### config.mk
export PLATFORM = sky130hd
export DESIGN_NAME = keypad_scan
export DESIGN_NICKNAME = d
export VERILOG_FILES = /design/src/rtl/keypad_pkg.sv /design/src/rtl/keypad_scan_tick.sv /design/src/rtl/keypad_scan.sv
export SDC_FILE = /design/constraint.sdc
export NUM_CORES = 1
export LEC_CHECK = 0
export BUFFER_PORTS_ARGS = -buffer_cell sky130_fd_sc_hd__buf_2
export CORE_MARGIN = 2
export CORE_UTILIZATION = 59
export DETAILED_ROUTE_END_ITERATION = 8
export PLACE_DENSITY = 0.85
export SLEW_MARGIN = 20
export SYNTH_ARGS = -nofsm -noshare
export SYNTH_HDL_FRONTEND = slang
export SYNTH_HIERARCHICAL = 1
export SYNTH_SLANG_ARGS = --single-unit
export TNS_END_PERCENT = 20
### constraint.sdc
create_clock -name clk -period 2.38 [get_ports clk]
set_input_delay 0.476 -clock clk [delete_from_list [all_inputs] [get_ports clk]]
set_output_delay 0.476 -clock clk [all_outputs]
set_load 0.005 [all_outputs]
### src/rtl/keypad_pkg.sv
// Shared definitions for the 4x4 keypad scanner: FSM encoding, idle row pattern,
// key code width and helpers for decoding an active-low column pattern.
package keypad_pkg;

  localparam int CODE_W = 4;
  localparam logic [3:0] ROW_IDLE = 4'b1111;

  typedef enum logic [1:0] {
    SCAN     = 2'd0,
    DEBOUNCE = 2'd1,
    HOLD     = 2'd2,
    RELEASE  = 2'd3
  } state_t;

  // True when exactly one of the active-low column lines is pulled down.
  function automatic logic one_low(input logic [3:0] col);
    return (col == 4'b1110) || (col == 4'b1101) ||
           (col == 4'b1011) || (col == 4'b0111);
  endfunction

  function automatic logic [1:0] col_index(input logic [3:0] col);
    logic [1:0] idx;
    case (col)
      4'b1101: idx = 2'd1;
      4'b1011: idx = 2'd2;
      4'b0111: idx = 2'd3;
      default: idx = 2'd0;
    endcase
    return idx;
  endfunction

endpackage

### src/rtl/keypad_scan_tick.sv
// Scan-rate divider: one-cycle tick_o every SCAN_DIV clocks, counter cleared by reset
// so the first tick lands SCAN_DIV clocks after reset release.
module scan_tick #(
  parameter int SCAN_DIV = 1000
) (
  input  logic clk_i,
  input  logic rst_i,
  output logic tick_o
);

  localparam int W = (SCAN_DIV > 2) ? $clog2(SCAN_DIV) : 1;
  localparam logic [W-1:0] LAST = W'(SCAN_DIV - 1);

  logic [W-1:0] cnt_q, cnt_d;

  assign tick_o = (cnt_q == LAST);

  always_comb begin
    cnt_d = cnt_q + 1'b1;
    if (tick_o) cnt_d = '0;
  end

  always_ff @(posedge clk_i) begin
    if (rst_i) cnt_q <= '0;
    else       cnt_q <= cnt_d;
  end

endmodule

### src/rtl/keypad_scan.sv
// 4x4 matrix keypad scanner: walks an active-low row strobe, debounces a single
// key press and release, and reports one key_valid pulse per accepted key.
module keypad_scan
  import keypad_pkg::*;
#(
  parameter int SCAN_DIV       = 1000,
  parameter int DEBOUNCE_TICKS = 16
) (
  input  logic              clk,
  input  logic              rst,
  input  logic [3:0]        key_col,
  output logic [3:0]        key_row,
  output logic [CODE_W-1:0] key_code,
  output logic              key_valid,
  output logic              key_pressed
);

  localparam int CW = $clog2(DEBOUNCE_TICKS + 1);
  localparam logic [CW-1:0] DT = CW'(DEBOUNCE_TICKS);

  logic tick;

  state_t            state_q, state_d;
  logic [1:0]        row_q, row_d;
  logic [3:0]        cap_col_q, cap_col_d;
  logic [CW-1:0]     match_q, match_d;
  logic [CW-1:0]     rel_q, rel_d;
  logic [CODE_W-1:0] code_q, code_d;
  logic              valid_q, valid_d;
  logic [CW-1:0]     match_inc, rel_inc;

  scan_tick #(.SCAN_DIV(SCAN_DIV)) u_tick (
    .clk_i  (clk),
    .rst_i  (rst),
    .tick_o (tick)
  );

  // Saturating increments so neither counter can wrap back below the threshold.
  assign match_inc = (match_q == DT) ? match_q : match_q + 1'b1;
  assign rel_inc   = (rel_q == DT)   ? rel_q   : rel_q + 1'b1;

  always_comb begin
    state_d   = state_q;
    row_d     = row_q;
    cap_col_d = cap_col_q;
    match_d   = match_q;
    rel_d     = rel_q;
    code_d    = code_q;
    valid_d   = 1'b0;
    if (tick) begin
      case (state_q)
        SCAN: begin
          if (one_low(key_col)) begin
            cap_col_d = key_col;
            match_d   = CW'(1);
            state_d   = DEBOUNCE;
          end else begin
            row_d = row_q + 1'b1;
          end
        end
        DEBOUNCE: begin
          if (key_col == cap_col_q) begin
            match_d = match_inc;
            if (match_inc == DT) begin
              state_d = HOLD;
              code_d  = {row_q, col_index(cap_col_q)};
              valid_d = 1'b1;
            end
          end else begin
            state_d = SCAN;
            row_d   = row_q + 1'b1;
          end
        end
        HOLD: begin
          if (key_col == ROW_IDLE) begin
            state_d = RELEASE;
            rel_d   = CW'(1);
          end
        end
        RELEASE: begin
          if (key_col == ROW_IDLE) begin
            rel_d = rel_inc;
            if (rel_inc == DT) begin
              state_d = SCAN;
              row_d   = 2'd0;
            end
          end else begin
            state_d = HOLD;
          end
        end
        default: state_d = SCAN;
      endcase
    end
  end

  always_ff @(posedge clk) begin
    if (rst) begin
      state_q   <= SCAN;
      row_q     <= 2'd0;
      cap_col_q <= ROW_IDLE;
      match_q   <= '0;
      rel_q     <= '0;
      code_q    <= '0;
      valid_q   <= 1'b0;
    end else begin
      state_q   <= state_d;
      row_q     <= row_d;
      cap_col_q <= cap_col_d;
      match_q   <= match_d;
      rel_q     <= rel_d;
      code_q    <= code_d;
      valid_q   <= valid_d;
    end
  end

  assign key_row     = ~(4'b0001 << row_q);
  assign key_code    = code_q;
  assign key_valid   = valid_q;
  assign key_pressed = (state_q == HOLD) || (state_q == RELEASE);

endmodule

==> Yosys cells after proc, flatten, opt, wreduce, memory -nomap -nowiden <==
Cells that the tools add are included.
{ "word_totals": {"out_inout_bits": 10, "word_cells": 80, "regBits": 33, "input_bits": 6} }
{ "op_classes": {"mux": 21, "reduce_logical": 16, "n_bitwise": 4, "n_eq_ne": 26, "add_sub_neg": 4, "shift": 1} }
{ "op_table": {"columns": ["cell", "count"], "rows": [
  ["$mux W5", 6],
  ["$eq A4 B4 Y1 const B", 6],
  ["$eq A5 B5 Y1 const B", 4],
  ["$pmux W5 S2", 2],
  ["$mux W2", 9],
  ["$ne A2 B2 Y1 const B", 7],
  ["$pmux W2 S3", 2],
  ["$reduce_and A4 Y1", 3],
  ["$add A10 B1 Y10 const B", 1],
  ["$add A5 B1 Y5 const B", 2],
  ["$eq A10 B10 Y1 const B", 1],
  ["$eq A4 B3 Y1 const B", 2],
  ["$pmux W2 S4", 1],
  ["$ne A3 B3 Y1 const B", 2],
  ["$reduce_and A6 Y1", 1],
  ["$reduce_and A5 Y1", 1],
  ["$eq A2 B2 Y1 const B", 2],
  ["$eq A4 B4 Y1", 1],
  ["$logic_or A1 B1 Y1", 4],
  ["$not A4 Y4", 1],
  ["$reduce_bool A2 Y1", 2],
  ["$reduce_or A4 Y1", 1],
  ["$shl A1 B2 Y4 const A", 1],
  ["$not A1 Y1", 3],
  ["other kinds (7)", 7]
]} }

==> Logic depth before layout (Yosys ltp) <==
Gate-level depths: netlist of the first run.
{ "depth": {"ltp_word": 6, "depth_mapped": 8, "ltp_nobuf": 8} }

==> Hierarchy <==
The synthesis of the first run kept the hierarchy.
{ "by_module_without_submodules": {"columns": ["mod", "instances", "cells_each", "area_per_inst_um2", "seq_area_each_um2"], "rows": [
  ["keypad_scan", 1, 179, 1492.7, 460.4],
  ["scan_tick", 1, 56, 490.5, 200.2]
]} }

==> Worst setup path after synthesis of the first run <==
Ideal clock, no wire load.
{ "synth_path": {"kind": "register to register", "startpoint": "register u_tick.cnt_q[0]", "endpoint": "register code_q[2], in the netlist key_code[2]", "period_less_slack_ns": 2.157, "t_arrival_ns": 2.030, "setup_time_ns": 0.128, "required_time_ns": 2.252, "setup_slack_ns": 0.223, "stages_incl_launch_ff": 8, "n_path_buf": 0, "path_cell_list": "dfxtp_1 > ha_1 > nand4bb_1 > nor3_1 > inv_1 > nor4_4 > mux2i_1 > nor2_1"} }
{ "synth_via": {"elab_chain_len": 2} }
{ "synth_rtl": {"columns": ["element", "line_no", "source"], "rows": [
  ["start, declared", "keypad_scan_tick.sv:14", "logic [W-1:0] cnt_q, cnt_d;"],
  ["start signal, assigned", "keypad_scan_tick.sv:25", "else cnt_q <= cnt_d;"],
  ["$eq A10 B10 Y1", "keypad_scan_tick.sv:16", "assign tick_o = (cnt_q == LAST);"],
  ["via tick", "keypad_scan.sv:21", "logic tick;"],
  ["$reduce_and A4 Y1 (no line)", null, null],
  ["end signal, assigned", "keypad_scan.sv:111", "code_q <= code_d;"],
  ["end, declared", "keypad_scan.sv:28", "logic [CODE_W-1:0] code_q, code_d;"]
]} }
The timed path passes the listed nets, and every way through them passes these cells.
A chain may end at the register's enable or synchronous reset.

==> Final worst setup path of the first run <==
{ "layout_path": {"startpoint": "register match_q[0]", "endpoint": "register code_q[2], in the netlist key_code[2]"} }
{ "layout_via": {"elab_chain_len": 4, "elab_cells_between_ends": 5, "classes_between": "1 x add/sub; 2 x eq/ne; 1 x mux; 1 x reduce/logical"} }
{ "layout_rtl": {"columns": ["element", "line_no", "source"], "rows": [
  ["start, declared", "keypad_scan.sv:26", "logic [CW-1:0] match_q, match_d;"],
  ["start signal, assigned", "keypad_scan.sv:109", "match_q <= match_d;"],
  ["$add A5 B1 Y5 / $eq A5 B5 Y1 (equally long branches)", "keypad_scan.sv:39", "assign match_inc = (match_q == DT) ? match_q : match_q + 1'b1;"],
  ["$mux W5 (*)", "keypad_scan.sv:39", null],
  ["$eq A5 B5 Y1 (*)", "keypad_scan.sv:64", "if (match_inc == DT) begin"],
  ["$reduce_and A4 Y1 (no line) (*)", null, null]
]} }
Mark *: on every way between the ends. The rest lies on a longest branch, timed or not.

==> results.yml, run 1 <==
pwr:
  internal_power_uw: 802.3
  clkPwrFrac_pct: 41.4
  p_leak_uw: 0.0008161
  peakVddDrop_v: 0.0005799
  power.switching_uw: 264.2
  power_density_nw_per_um2: 489.6
  switching_share_pct: 24.78
  p_comb_share_pct: 5.2
  seqPwrFrac_pct: 53.4
placed_design:
  io_buffer_count: 15
  dpl-instance-area_um2: 2087
  dp_hpwl_um: 2807
  gp_congestion: 0.9097
global_route:
  grt_pass1_vias: 1402
  grt_max_degree: 33
  antenna_found_initial: 0
  grt.overflow.total: 0
  track_usage_pct: 23.15
  grt_first_pass_wirelength_um: 6568
drt:
  ant_nets: 0
  wl_per_cell_um: 13.68
  via_count: 1733
  viasPerCell: 5.796
  drcViolationCount: 0
  drtPass1Iterations: 4
  routed_wl_um: 4091
  drt-initial-drc-count: 119
setup_path:
  arrival_ns: 2.39
  critPathLaunchType: "flip-flop"
  cp_max_fo: 8
  cp-end-kind: "flip-flop"
  required_ns: 2.61
  critical_path_class: "reg2reg"
  reg2regPathDepth: 7
synthesis:
  syn_nets: 250
  synth_edf_count: 0
  synth_seq_cells: 33
  synth-async-reset-ratio_pct: 0
  synth_cells: 235
  syn_area_per_cell_um2: 8.439
  seq_area_frac_synth_pct: 33.31
  synth_area_um2: 1983
  synth_ff_type: "dfxtp_1"
  yosysUniqueCellTypes: 59
  yosys_warnings: 6
final_layout:
  stdcell_area_um2: 2178
  post-route-util_pct: 66.32
  diodes: 0
  nNetsFinal: 267
  multi_input_comb_area_um2: 1196
  nFillCells: 272
  syn2layout_area_growth_pct: 9.842
  ff_latch_area_um2: 660.6
  drive_above_1_share_pct: 16.21
floorplan:
  die_w_um: 61.98
  rows: 21
  coreArea_um2: 3284
  die_area_um2: 3841
  die_y_um: 61.98
  start_util_pct: 60.38
  boundaryPins: 16
sta:
  setup_total_negative_slack_ns: 0
  finalCritPeriodShare_pct: 90.73
  tightest_slew_ns: 0.5952
  hold_viol_final: 0
  maxSlewHeadroom_pct: 60.32
  rsz0062_at_grt: "false"
  layout_min_cycle_time_ns: 2.159
  skew_ns: 0.006957
  fmax_ghz: 0.4631
  drv_slew: 0
  holdWs_ns: 0.4685
  final-setup-viol-count: 0
hold_path:
  whs_path_depth: 1
  hp-class: "reg2reg"
clock_tree:
  clockBufferDepth: 2
  root_buffer: "clkbuf_4"
  cts_buffers: 5
  htree_levels: 2
  cts_tree: "done"
  clock_sinks: 33
  cts_hold_buffers: 0
  clk_latency_ns: 0.35
  clk_pin_slew_worst_paths_ns: 0.12
flow_run:
  drv_cap: 0
run_status:
  status: "completed"
per-stage QoR:
step / setup WS [ns] / std cells / power, uW
floorplan: 0.2228 / 235 / 616.2
global placement: 0.2672 / 290 / 635.4
detailed placement: 0.1688 / 290 / 636.3
CTS: 0.1412 / 298 / 1075
global route: 0.02042 / 299 / 1113
finish: 0.2207 / 299 / 1067
repair_timing:
action	4_1_cts	5_1_grt
endpoints found under the setup margin	0	4
setup buffers	0	1
resized for setup	0	0
cell usage in the layout (no fill, tap or decap), drive strengths merged, types with 6 or more instances in the layout:
cell type,count
a21oi,16
buf,19
dfxtp,33
ha,9
inv,20
nand2,11
nand2b,6
nand3,13
nand4,10
nor2,22
o21ai,8
xor2,9
routing by layer:
layer / vias to the layer above / track usage, % / wire length [um]
met2: 40 / 34.82 / 1976
met5: - / 0 / 0
met3: 4 / 6.211 / 155
met4: 0 / 6.991 / 36
met1: 802 / 32.32 / 1922
li1: 887 / - / -
state kept, by name, summed over array words and instances (netlist names):
| register | cells |
|---|---|
| u_tick/cnt_q | 10 |
| match_q | 5 |
| rel_q | 5 |
| cap_col_q | 4 |
| key_code | 4 |
| row_q | 2 |
| state_q | 2 |
| key_valid | 1 |
worst max-delay path, cell delays in order, from the launching register on:
cell and delay, ns:
dfxtp_1 0.49, inv_1 0.10, ha_1 0.33, or3_4 0.42, nor4_4 0.27, buf_4 0.19
mux2i_1 0.18, nor2_1 0.05
area by class of cell:
| cell class | count | share of cell area (%) |
|---|---|---|
| clock buffers | 5 | 1.723 |
| clock inverters | 3 | 2.125 |
| inverters | 20 | 3.446 |
| multi-input cells | 173 | 54.91 |
| flip-flops and latches | 33 | 30.33 |
| well taps | 46 | 2.642 |
| repair buffers | 19 | 4.825 |
worst paths after layout:
kind / slack [ns] / end / start
setup / recovery: 0.22 / key_code[2] / match_q[0]
hold / removal: 0.47 / u_tick/cnt_q[0] / u_tick/cnt_q[0]
setup reg to reg: 0.22 / key_code[2] / match_q[0]
hold reg to reg: 0.47 / u_tick/cnt_q[0] / u_tick/cnt_q[0]
power groups by stage:
| stage | clock network, uW | registers, uW | logic, uW |
|---|---|---|---|
| 6_report | 442 | 570 | 55.4 |
| 5_1_grt | 479 | 572 | 61.7 |
| 3_5_place_dp | 0 | 582 | 54.7 |
| 2_1_floorplan | 0 | 579 | 36.8 |
| 3_3_place_gp | 0 | 581 | 54.3 |
| 4_1_cts | 450 | 569 | 55.5 |
cells by family after synthesis:
logic type / Yosys count / synth area share, %
mux: 2 / 1.010
xor+xnor: 13 / 5.741
flops: 33 / 33.31
fa+ha+maj: 9 / 5.678
buf+inv: 29 / 6.372
simple gates: 93 / 27.89
compound gates: 56 / 20.00
synth_stat cells, drive strengths merged, types with 4 or more instances:
library cell	number	area, um2
nand4	10	68.81
a31oi	5	31.28
nand2b	6	37.54
a21oi	16	83.83
inv	20	75.07
dfxtp	33	660.6
nand2	11	43.80
or3	5	36.28
ha	9	112.6
nor2b	4	25.02
and3	4	27.52
clkbuf	6	23.77
a211o	4	35.03
xnor2	4	35.03
nor2	22	82.58
nand3	13	70.07
o21ai	8	43.79
nor3	5	30.03
xor2	9	78.83
Note: power is estimated with default switching activity, not from simulation.
==> run 2, diff against run 1 <==
--- a/config.mk
+++ b/config.mk
@@ -7,5 +7,4 @@
 export LEC_CHECK = 0
 export BUFFER_PORTS_ARGS = -buffer_cell sky130_fd_sc_hd__buf_2
-export CORE_MARGIN = 2
 export CORE_UTILIZATION = 59
 export DETAILED_ROUTE_END_ITERATION = 8
==> constraint.sdc (replaced) <==
create_clock -name clk -period 2.38 [get_ports clk]
set_input_delay 0.238 -clock clk [delete_from_list [all_inputs] [get_ports clk]]
set_output_delay 0.238 -clock clk [all_outputs]
set_load 0.005 [all_outputs]
==> run 2 against run 1 <==
Flip-flop and latch count unchanged; die area decreased by 6.4%; non-clock buffer count is the same; critical path depth down 1; wire length fell by 3.4%; critical endpoint is now cap_col_q[1]; largest cell class unchanged; highest routed layer unchanged.
==> results.yml, run 2 (synthesized netlist as in run 1, its figures left out) <==
setup_path:
  timing.rr.start: "u_tick/cnt_q[0]"
  timing.rr.end: "cap_col_q[1]"
  cp-end-kind: "flip-flop"
  reg2reg_slack_ns: 0.22
  max_stage_delay_ns: 0.42
  crit_path_top_delay_cell: "or2_0"
  required_ns: 2.61
  critical_path_class: "reg2reg"
  critPathLaunchType: "flip-flop"
  cp_max_fo: 8
  arrival_ns: 2.39
  cp_cell_sequence: "ha_1, nand4bb_1, nor3_1, inv_1, or2_0, a211o_1"
  reg2regPathDepth: 6
placed_design:
  dp_hpwl_um: 2748
  gp_congestion: 0.7940
  dpl-instance-area_um2: 2077
  io_buffer_count: 15
  pre_cts_ws_ns: 0.1604
floorplan:
  rows: 20
  die_y_um: 59.98
  start_util_pct: 63.40
  die_area_um2: 3597
  die_w_um: 59.98
  coreArea_um2: 3128
  boundaryPins: 16
clock_tree:
  cts_setup_buffers: 0
  htree_levels: 2
  clockBufferDepth: 2
  clock_sinks: 33
  clk_latency_ns: 0.33
  cts_hold_buffers: 0
  post_cts_resize_count: 0
  root_buffer: "clkbuf_4"
  clk_pin_slew_worst_paths_ns: 0.11
  cts_tree: "done"
  cts_buffers: 5
final_layout:
  syn2layout_area_growth_pct: 9.968
  nNetsFinal: 267
  nFillCells: 268
  diodes: 0
  stdcell_area_um2: 2181
  drive_above_1_share_pct: 16.21
  largest_reg_flops: 10
  final_cell_mix: "dfxtp_1, nor2_1, inv_1"
  regMostFlops: "u_tick/cnt_q"
  reg_top3: "u_tick/cnt_q (10), match_q (5), rel_q (5)"
  final_common_cell: "dfxtp_1"
sta:
  setup_total_negative_slack_ns: 0
  finalCritPeriodShare_pct: 90.74
  layout_min_cycle_time_ns: 2.160
  final-setup-viol-count: 0
  tightest_slew_ns: 0.5784
  holdWs_ns: 0.3147
  hold_viol_final: 0
  skew_ns: 0.003059
  layout_setup_ws_ns: 0.2204
  fmax_ghz: 0.4630
  maxSlewHeadroom_pct: 61.44
  drv_slew: 0
  rsz0062_at_grt: "false"
global_route:
  track_usage_pct: 24.00
  grt_max_degree: 33
  grt_first_pass_wirelength_um: 6506
  grt_pass1_vias: 1523
  grt.overflow.total: 0
  antenna_found_initial: 0
hold_path:
  hp-start: "key_col[2]"
  holdPathEnd: "cap_col_q[2]"
  hp-class: "in2reg"
  whs_path_depth: 4
pwr:
  p_leak_uw: 0.0008192
  power_density_nw_per_um2: 493.4
  peakVddDrop_v: 0.0003470
drt:
  routed_wl_um: 3952
  ant_nets: 0
  drtPass1Iterations: 4
  wl_per_cell_um: 13.31
  drcViolationCount: 0
  via_count: 1720
  drt-initial-drc-count: 126
  viasPerCell: 5.791
run_status:
  status: "completed"
flow_run:
  drv_cap: 0
[run 2: cell types whose count changed in the layout (fill, tap and decap cells not counted), sizes merged]
cell / delta
clkinv: -1
clkbuf: +1
[run 2: worst max-delay path, delay by kind of cell, from the launching register on]
kind / cells / cell delay (ns)
flip-flops: 1 / 0.39
buffers and inverters: 1 / 0.18
AND/OR/NAND/NOR: 3 / 0.86
adder cells (fa/ha/maj): 1 / 0.28
AO/OA/AOI/OAI: 1 / 0.35
[run 2: power by group]
| part | leakage (uW) | internal (uW) | switching (uW) |
|---|---|---|---|
| Sequential | 0.000267 | 560 | 9.33 |
| Combinational | 0.000508 | 20.0 | 35.2 |
| Clock | 0.0000445 | 250 | 202 |
[run 2: worst max path at each step]
stage	start	slack, ns	endpoint	cells after the start
3_3_place_gp	u_tick/cnt_q[0]	0.31	key_code[3]	7
5_1_grt	match_q[0]	0.08	key_code[3]	7
3_5_place_dp	u_tick/cnt_q[0]	0.16	key_code[3]	7
2_1_floorplan	u_tick/cnt_q[0]	0.22	key_code[2]	7
6_report	u_tick/cnt_q[0]	0.22	cap_col_q[1]	6
4_1_cts	u_tick/cnt_q[0]	0.15	key_code[3]	7
[run 2: final cells by class]
class | instances | area (um2) | area share, %
Tap cell | 44 | 55.05 | 2.524
Sequential cell | 33 | 660.6 | 30.29
Clock inverter | 2 | 37.54 | 1.721
Inverter | 20 | 75.07 | 3.442
Timing Repair Buffer | 19 | 105.1 | 4.819
Multi-Input combinational cell | 173 | 1196 | 54.85
Clock buffer | 6 | 51.30 | 2.352
[run 2: layer usage]
metal	vias to the layer above	global-route usage, %	share of wire [%]
met1	797	31.28	48
met4	0	8.970	1.0
met5	-	0	0
met2	37	38.89	47
li1	882	-	-
met3	4	4.978	3.6
[run 2: per-stage QoR]
stage	util, %	std cells	total power (uW)
2_1_floorplan	-	235	616.2
3_3_place_gp	66.40	287	634.8
3_5_place_dp	66.40	287	636.5
4_1_cts	69.24	295	1085
5_1_grt	69.72	297	1115
6_report	69.72	297	1076
